File: src/rtl/row_serializer.sv
// rtl/row_serializer.sv - ten-word row capture and word-per-cycle valid/ready serializer
// Optional feature macro: ROWSER_B2B_EN (capture the next row on the final-transfer edge)
module row_serializer #(
    parameter int WIDTH = 16
) (
    input  logic             CLK,
    input  logic             reset,
    input  logic             ld,
    input  logic [WIDTH-1:0] Din1,
    input  logic [WIDTH-1:0] Din2,
    input  logic [WIDTH-1:0] Din3,
    input  logic [WIDTH-1:0] Din4,
    input  logic [WIDTH-1:0] Din5,
    input  logic [WIDTH-1:0] Din6,
    input  logic [WIDTH-1:0] Din7,
    input  logic [WIDTH-1:0] Din8,
    input  logic [WIDTH-1:0] Din9,
    input  logic [WIDTH-1:0] Din10,
    input  logic             rdy,
    output logic [WIDTH-1:0] Dout,
    output logic [3:0]       idx,
    output logic             vld,
    output logic             busy,
    output logic             done
);

    typedef enum logic {IDLE = 1'b0, SEND = 1'b1} state_t;

    state_t           state;
    state_t           state_next;
    logic [WIDTH-1:0] shadow [10];
    logic             xfer;
    logic             last;
    logic             load;
    logic             reload;

    // vld and busy are both exactly "row held", so they come straight from the state bit
    assign vld  = (state == SEND);
    assign busy = (state == SEND);
    assign Dout = vld ? shadow[idx] : '0;

    always_ff @(negedge CLK or negedge reset) begin
        if (!reset) begin
            state <= IDLE;
        end else begin
            state <= state_next;
        end
    end

    always_comb begin
        state_next = state;
        xfer       = 1'b0;
        last       = 1'b0;
        reload     = 1'b0;
        load       = 1'b0;
        case (state)
            IDLE: begin
                if (ld) begin
                    load       = 1'b1;
                    state_next = SEND;
                end
            end
            SEND: begin
                xfer = rdy;
                last = rdy && (idx == 4'd9);
`ifdef ROWSER_B2B_EN
                reload = last && ld;
`else
                reload = 1'b0;
`endif
                load = reload;
                if (last && !reload) begin
                    state_next = IDLE;
                end
            end
            default: state_next = IDLE;
        endcase
    end

    always_ff @(negedge CLK or negedge reset) begin
        if (!reset) begin
            idx  <= 4'd0;
            done <= 1'b0;
            for (int i = 0; i < 10; i++) begin
                shadow[i] <= '0;
            end
        end else begin
            done <= last;
            if (load) begin
                shadow[0] <= Din1;
                shadow[1] <= Din2;
                shadow[2] <= Din3;
                shadow[3] <= Din4;
                shadow[4] <= Din5;
                shadow[5] <= Din6;
                shadow[6] <= Din7;
                shadow[7] <= Din8;
                shadow[8] <= Din9;
                shadow[9] <= Din10;
            end
            if (load || last) begin
                idx <= 4'd0;
            end else if (xfer) begin
                idx <= idx + 4'd1;
            end
        end
    end

endmodule

File: config.mk
export PLATFORM = sky130hd
export DESIGN_NAME = row_serializer
export DESIGN_NICKNAME = d
export VERILOG_FILES = /design/src/rtl/row_serializer.sv
export SDC_FILE = /design/constraint.sdc
export NUM_CORES = 1
export LEC_CHECK = 0
export BUFFER_PORTS_ARGS = -buffer_cell sky130_fd_sc_hd__buf_2
export CAP_MARGIN = 20
export CORE_UTILIZATION = 38
export CTS_CLUSTER_DIAMETER = 200
export DETAILED_ROUTE_END_ITERATION = 8
export MAX_ROUTING_LAYER = met4
export PLACE_DENSITY = 0.68
export REMOVE_ABC_BUFFERS = 1
export SLEW_MARGIN = 40
export SYNTH_ARGS = -nofsm -noshare
export SYNTH_HDL_FRONTEND = slang
export SYNTH_SLANG_ARGS = --single-unit
File: constraint.sdc
create_clock -name CLK -period 4.01 [get_ports CLK]
set_input_delay 0.401 -clock CLK [delete_from_list [all_inputs] [get_ports CLK]]
set_output_delay 0.401 -clock CLK [all_outputs]
set_load 0.1 [all_outputs]
==> flow_metrics.env, run 1 <==
export IMPL_number_of_antenna_violations_at_the_first_check_in_global_routing=0
export IMPL_setup_violations_final=16
export IMPL_async_flop_share=1.00
export IMPL_synthToLayoutAreaGrowth_pct=36.0
export IMPL_timing_hold_violations_final=0
export IMPL_grt_first_pass_wirelength_um=29800
export IMPL_critPathMaxFanout=8
export IMPL_grtUsageTotal=0.199
export IMPL_dpl_hpwl_um=13500
export IMPL_cts_root_buffer="sky130_fd_sc_hd__clkbuf_16"
export IMPL_num_vias=5207
export IMPL_failing_checks="negative setup slack"
export IMPL_fin_util=0.533
export IMPL_layout_common_cells="176 x sky130_fd_sc_hd__mux2_2, 166 x sky130_fd_sc_hd__dfrtn_1, 163 x sky130_fd_sc_hd__buf_2"
export IMPL_run_status="finished with violations"
export IMPL_crit_path_start_kind="register"
export IMPL_wl_per_cell_um=18.9
export IMPL_holdBufCountCts=0
export IMPL_rows=51
export IMPL_crit_type="register to output port"
export IMPL_static_leakage_power_nw=4.72
export IMPL_finalNonFillerCells=1032
export IMPL_post_route_cells_drive_above_1_share=0.678
export IMPL_power_density_nw_per_um2=970
export IMPL_dr_pass1_iters=4
export IMPL_combinationalPowerShare=0.549
export IMPL_setup_repair_after_global_routing_missed_its_margin="yes"
export IMPL_power_switching_mw=3.97
export IMPL_placement_io_buffers=186
export IMPL_finish_net_count=921
export IMPL_internal_power_mw=6.19
export IMPL_pwr_share_clk=0.152
export IMPL_setup_ws_final_ns=-0.601
export IMPL_insertion_delay_ns=0.40
export IMPL_syn_cell_area_um2=7700
export IMPL_place_congestion=0.824
export IMPL_initial_standard_cell_utilization_of_the_core=0.392
export IMPL_cts_htree_levels=4
export IMPL_clockBufferDepth=2
export IMPL_grt_max_degree=86
export IMPL_num_io_pins=187
export IMPL_postSynth_topFlopCell="sky130_fd_sc_hd__dfrtn_1"
export IMPL_ys_ff_latch=166
export IMPL_avg_cell_area_syn_um2=14.7
export IMPL_synth_edff_count=0
export IMPL_max_slew_worst_pin_slew_ns=0.519
export IMPL_sequential_fraction_of_the_synthesis_area=0.540
export IMPL_switching_share=0.391
export IMPL_power_ir_vdd_worst_v=0.000464
export IMPL_maxSlewHeadroom=0.657
export IMPL_clk_transition_reported_paths_ns=0.05
export IMPL_first_iter_violations=164
export IMPL_antenna_violating_nets_left=0
export IMPL_crit_required_ns=3.61
export IMPL_timing_max_cap_violations=0
export IMPL_clock_tree_from_tritoncts="built"
export IMPL_ys_warn_count=0
export IMPL_clock_skew_final_ns=0.0111
export IMPL_hp_class="register to register"
export IMPL_totalWireLength_um=19500
export IMPL_core_area_um2=19700
export IMPL_data_arrival_at_the_endpoint_of_the_critical_path_ns=4.21
export IMPL_holdWs_ns=0.449
export IMPL_most_common_cell_after_layout_fill_and_taps_aside="sky130_fd_sc_hd__mux2_2"
export IMPL_cts_made_buffers=17
export IMPL_endpoint_kind="output port"
export IMPL_placedCellCount=979
export IMPL_grt_overflow_total=0
export IMPL_chipHeight_um=144
export IMPL_post_route_drc_count=0
export IMPL_synth_lib_cells_used_distinct=31
export IMPL_vias_per_cell=5.05
export IMPL_timing_max_transition_violations_final=0
export IMPL_grt_pass1_vias=5617
export IMPL_place_ws_ns=-0.311
export IMPL_diodes=0
export IMPL_clock_sink_count=166
export IMPL_synthesis_instances=524
export IMPL_fp_dieArea_um2=20800
export IMPL_p_seq_frac=0.299
export IMPL_floorplan_die_width_um=144
export IMPL_post_layout_total_power_mw=10.2
==> synthesized netlist by cell type (all sizes together), types with 2 or more instances <==
library cell	count	area share
a221oi	16	0.018
a21boi	16	0.016
nor2b	2	0.0016
dfrtn	166	0.54
o21ai	17	0.011
nor2	4	0.0019
mux4	16	0.048
nor3b	4	0.0052
nand2	22	0.011
mux2	176	0.26
mux2i	32	0.042
clkbuf	7	0.0034
ha	2	0.0032
buf	33	0.033
==> critical path: stages, from the launching register on <==
cell and delay [ns]:
sky130_fd_sc_hd__dfrtn_1 0.46, sky130_fd_sc_hd__buf_12 0.14, sky130_fd_sc_hd__buf_12 0.12, sky130_fd_sc_hd__buf_4 0.11
sky130_fd_sc_hd__mux4_2 0.51, sky130_fd_sc_hd__o21ai_1 0.18, sky130_fd_sc_hd__a21boi_2 0.08, sky130_fd_sc_hd__buf_6 0.19
==> power by group through the flow <==
stage	Combinational, mW	Clock (mW)	Sequential (mW)
global placement	4.93	0	3.00
floorplan	3.15	0	3.28
finish	5.58	1.54	3.04
detailed placement	5.04	0	3.06
global route	5.88	1.65	3.14
CTS	5.39	1.58	3.04
==> worst paths after layout <==
check                               to        start  cells after the start  slack (ns)
min in group asynchronous   shadow[77]        reset                      1        1.80
max in group asynchronous   shadow[94]        reset                      2        1.55
min                        shadow[138]  shadow[138]                      1        0.45
max                            Dout[4]       idx[0]                      7       -0.60
min reg2reg                shadow[138]  shadow[138]                      1        0.45
max reg2reg                     idx[2]       idx[0]                      9        1.90
==> registers in the layout (all words and copies together) (netlist names) <==
name	cells
idx	4
busy	1
done	1
shadow	160
==> per-stage QoR <==
| stage | area (µm²) | TNS (ns) |
|---|---|---|
| floorplan | 7420 | -1072.06 |
| global route | 10500 | -10.18 |
| CTS | 10300 | -8.67 |
| finish | 10500 | -8.83 |
| detailed placement | 9470 | -3.54 |
| global placement | 9470 | -3.29 |
==> layer usage <==
metal  wire [µm]  GRT usage  vias up
met1        8580      0.249     2640
met2        9610      0.316      142
met5           0          -        -
met4         354     0.0698        0
li1            -          -     2402
met3         985     0.0474       23
==> timing repair <==
| action | 4_1_cts | 5_1_grt |
|---|---|---|
| gates cloned | 1 | 1 |
| pin swaps | 13 | 13 |
| gates resized for setup | 50 | 18 |
| setup endpoints to repair | 16 | 16 |
| setup buffers | 7 | 14 |
==> cells by family (layout without fill, tap and decap cells) <==
logic type / count (synthesis) / in the layout / synth area share
flip-flops: 166 / 166 / 0.540
multiplexers: 224 / 224 / 0.347
buffers and inverters: 41 / 284 / 0.0367
AO/OA/AOI/OAI: 53 / 53 / 0.0484
AND/OR/NAND/NOR: 37 / 37 / 0.0236
XOR/XNOR: 1 / 1 / 0.00114
adder cells (fa/ha/maj): 2 / 2 / 0.00325
==> cell type report <==
type / instances / area (µm²)
Tap cell: 265 / 332
Multi-Input combinational cell: 317 / 3470
Clock inverter: 8 / 73.8
Timing Repair Buffer: 252 / 1970
Sequential cell: 166 / 4150
Inverter: 1 / 3.75
Clock buffer: 23 / 468
Fill cell: 1684 / 9180
Power figures use the tool's default switching activity.
==> inputs of run 2 (changes only) <==
- CORE_MARGIN: not set -> 2
- CTS_CLUSTER_SIZE: not set -> 30
==> run 2 against run 1 <==
The flow still finishes with violations (negative setup slack); sequential power is essentially flat; register-to-register slack lost 0.07 ns; total power shrank 1.1%; combinational power shrank 3%; via count shrank 2.2%; global-route usage shrank 0.98 points; critical path type unchanged; critical endpoint is now Dout[6].
==> flow_metrics.env, run 2 (synthesized netlist as in run 1, its figures left out) <==
export IMPL_crit_path_start_kind="register"
export IMPL_dpl_hpwl_um=13000
export IMPL_fillerInstances=1753
export IMPL_largest_reg_flops=160
export IMPL_critPathMaxFanout=7
export IMPL_clock_tree_from_tritoncts="built"
export IMPL_grt_first_pass_wirelength_um=30300
export IMPL_met3_usage=0.0491
export IMPL_setup_ws_final_ns=-0.557
export IMPL_crit_required_ns=3.61
export IMPL_endpoint_kind="output port"
export IMPL_place_congestion=0.739
export IMPL_totalWireLength_um=19100
export IMPL_power_density_nw_per_um2=966
export IMPL_rows=52
export IMPL_dr_pass1_iters=4
export IMPL_layout_common_cells="176 x sky130_fd_sc_hd__mux2_2, 166 x sky130_fd_sc_hd__dfrtn_1, 163 x sky130_fd_sc_hd__buf_2"
export IMPL_hp_class="register to register"
export IMPL_insertion_delay_ns=0.40
export IMPL_grtUsageTotal=0.190
export IMPL_most_common_cell_after_layout_fill_and_taps_aside="sky130_fd_sc_hd__mux2_2"
export IMPL_grt_pass1_vias=5606
export IMPL_run_status="finished with violations"
export IMPL_post_route_cells_drive_above_1_share=0.665
export IMPL_path_cells="buf_6, buf_12, buf_16, mux4_2, o21ai_2, a21boi_2, buf_12"
export IMPL_core_area_um2=20000
export IMPL_data_arrival_at_the_endpoint_of_the_critical_path_ns=4.17
export IMPL_chipHeight_um=146
export IMPL_initial_standard_cell_utilization_of_the_core=0.384
export IMPL_static_leakage_power_nw=4.66
export IMPL_vias_per_cell=4.95
export IMPL_number_of_antenna_violations_at_the_first_check_in_global_routing=0
export IMPL_setup_repair_after_global_routing_missed_its_margin="yes"
export IMPL_wl_per_cell_um=18.6
export IMPL_clockBufferDepth=2
export IMPL_antenna_violating_nets_left=0
export IMPL_met1_usage=0.246
export IMPL_first_iter_violations=190
export IMPL_crit_slowest_cell="sky130_fd_sc_hd__mux4_2"
export IMPL_num_io_pins=187
export IMPL_clk_transition_reported_paths_ns=0.05
export IMPL_cts_htree_levels=4
export IMPL_power_ir_vdd_worst_v=0.000647
export IMPL_timing_max_cap_violations=0
export IMPL_grt_max_degree=55
export IMPL_timing_max_transition_violations_final=0
export IMPL_layout_top_registers="shadow x160, idx x4"
export IMPL_finish_net_count=911
export IMPL_fin_util=0.519
export IMPL_grt_use_met2=0.302
export IMPL_clock_skew_final_ns=0.00593
export IMPL_placedInstanceArea_um2=9480
export IMPL_clock_sink_count=166
export IMPL_slowest_delay_ns=0.51
export IMPL_postLayoutCellArea_um2=10400
export IMPL_num_vias=5093
export IMPL_floorplan_die_width_um=146
export IMPL_global_route_peak_usage_layer="met2"
export IMPL_grt_overflow_total=0
export IMPL_placement_io_buffers=186
export IMPL_post_layout_total_power_mw=10.0
export IMPL_synthToLayoutAreaGrowth_pct=35.1
export IMPL_failing_checks="negative setup slack"
export IMPL_cts_made_buffers=17
export IMPL_max_slew_worst_pin_slew_ns=0.512
export IMPL_fp_dieArea_um2=21400
export IMPL_setup_violations_final=16
export IMPL_path_common_cell="sky130_fd_sc_hd__buf_12"
export IMPL_holdBufCountCts=0
export IMPL_largest_register_by_flop_count="shadow"
export IMPL_maxSlewHeadroom=0.661
export IMPL_crit_type="register to output port"
export IMPL_finalNonFillerCells=1028
export IMPL_diodes=0
export IMPL_cts_root_buffer="sky130_fd_sc_hd__clkbuf_16"
export IMPL_timing_hold_violations_final=0
export IMPL_post_route_drc_count=0
export IMPL_placedCellCount=984
run 2: path summary, 6_finish.rpt:
kind,from,endpoint,slack (ns),depth (start not counted)
max in group asynchronous,reset,shadow[17],1.52,2
min in group asynchronous,reset,shadow[91],1.82,1
hold / removal,shadow[116],shadow[116],0.45,1
hold reg to reg,shadow[116],shadow[116],0.45,1
setup reg to reg,idx[0],idx[2],1.83,10
setup / recovery,idx[0],Dout[6],-0.56,7
run 2: power by group:
group          internal, mW  switching, mW  leakage (nW)
Clock                 0.923          0.683         0.279
Sequential             2.59          0.452          1.99
Combinational          2.62           2.78          2.39
Total                  6.13           3.91          4.66
run 2: critical path, delay by kind of cell, from the launching register on:
kind	cells	cell delay, ns
buf+inv	4	0.58
flops	1	0.45
compound gates	2	0.22
mux	1	0.51
run 2: what timing repair did:
item | CTS | global route
endpoints found under the hold margin | 0 | 0
gates cloned | 3 | 0
endpoints found under the setup margin | 16 | 16
pin swaps | 17 | 11
setup buffers | 9 | 1
resized for setup | 40 | 13
run 2: layer usage:
layer	up-vias	part of all wire	routed length, µm
met5	-	0	0
met4	0	0.012	227
met3	19	0.046	885
met2	123	0.48	9230
met1	2582	0.46	8780
li1	2369	-	-
run 2: cell type report:
type	instances	area [µm²]	share of cell area
clock buffer	22	484	0.0466
tap	270	338	0.0325
clock inverter	10	93.8	0.00902
sequential	166	4150	0.399
multi-input combinational	317	3420	0.329
inverter	1	3.75	0.000361
timing repair buffer	242	1910	0.183
run 2: through the flow:
| stage | setup slack (ns) | setup TNS, ns | hold slack (ns) |
|---|---|---|---|
| 2_1_floorplan | -6.28 | -1072.06 | 0.433 |
| 3_3_place_gp | -0.372 | -4.86 | 0.442 |
| 3_5_place_dp | -0.316 | -3.38 | 0.451 |
| 5_1_grt | -0.618 | -9.32 | 0.461 |
| 6_report | -0.557 | -8.12 | 0.449 |
| 4_1_cts | -0.580 | -8.58 | 0.451 |
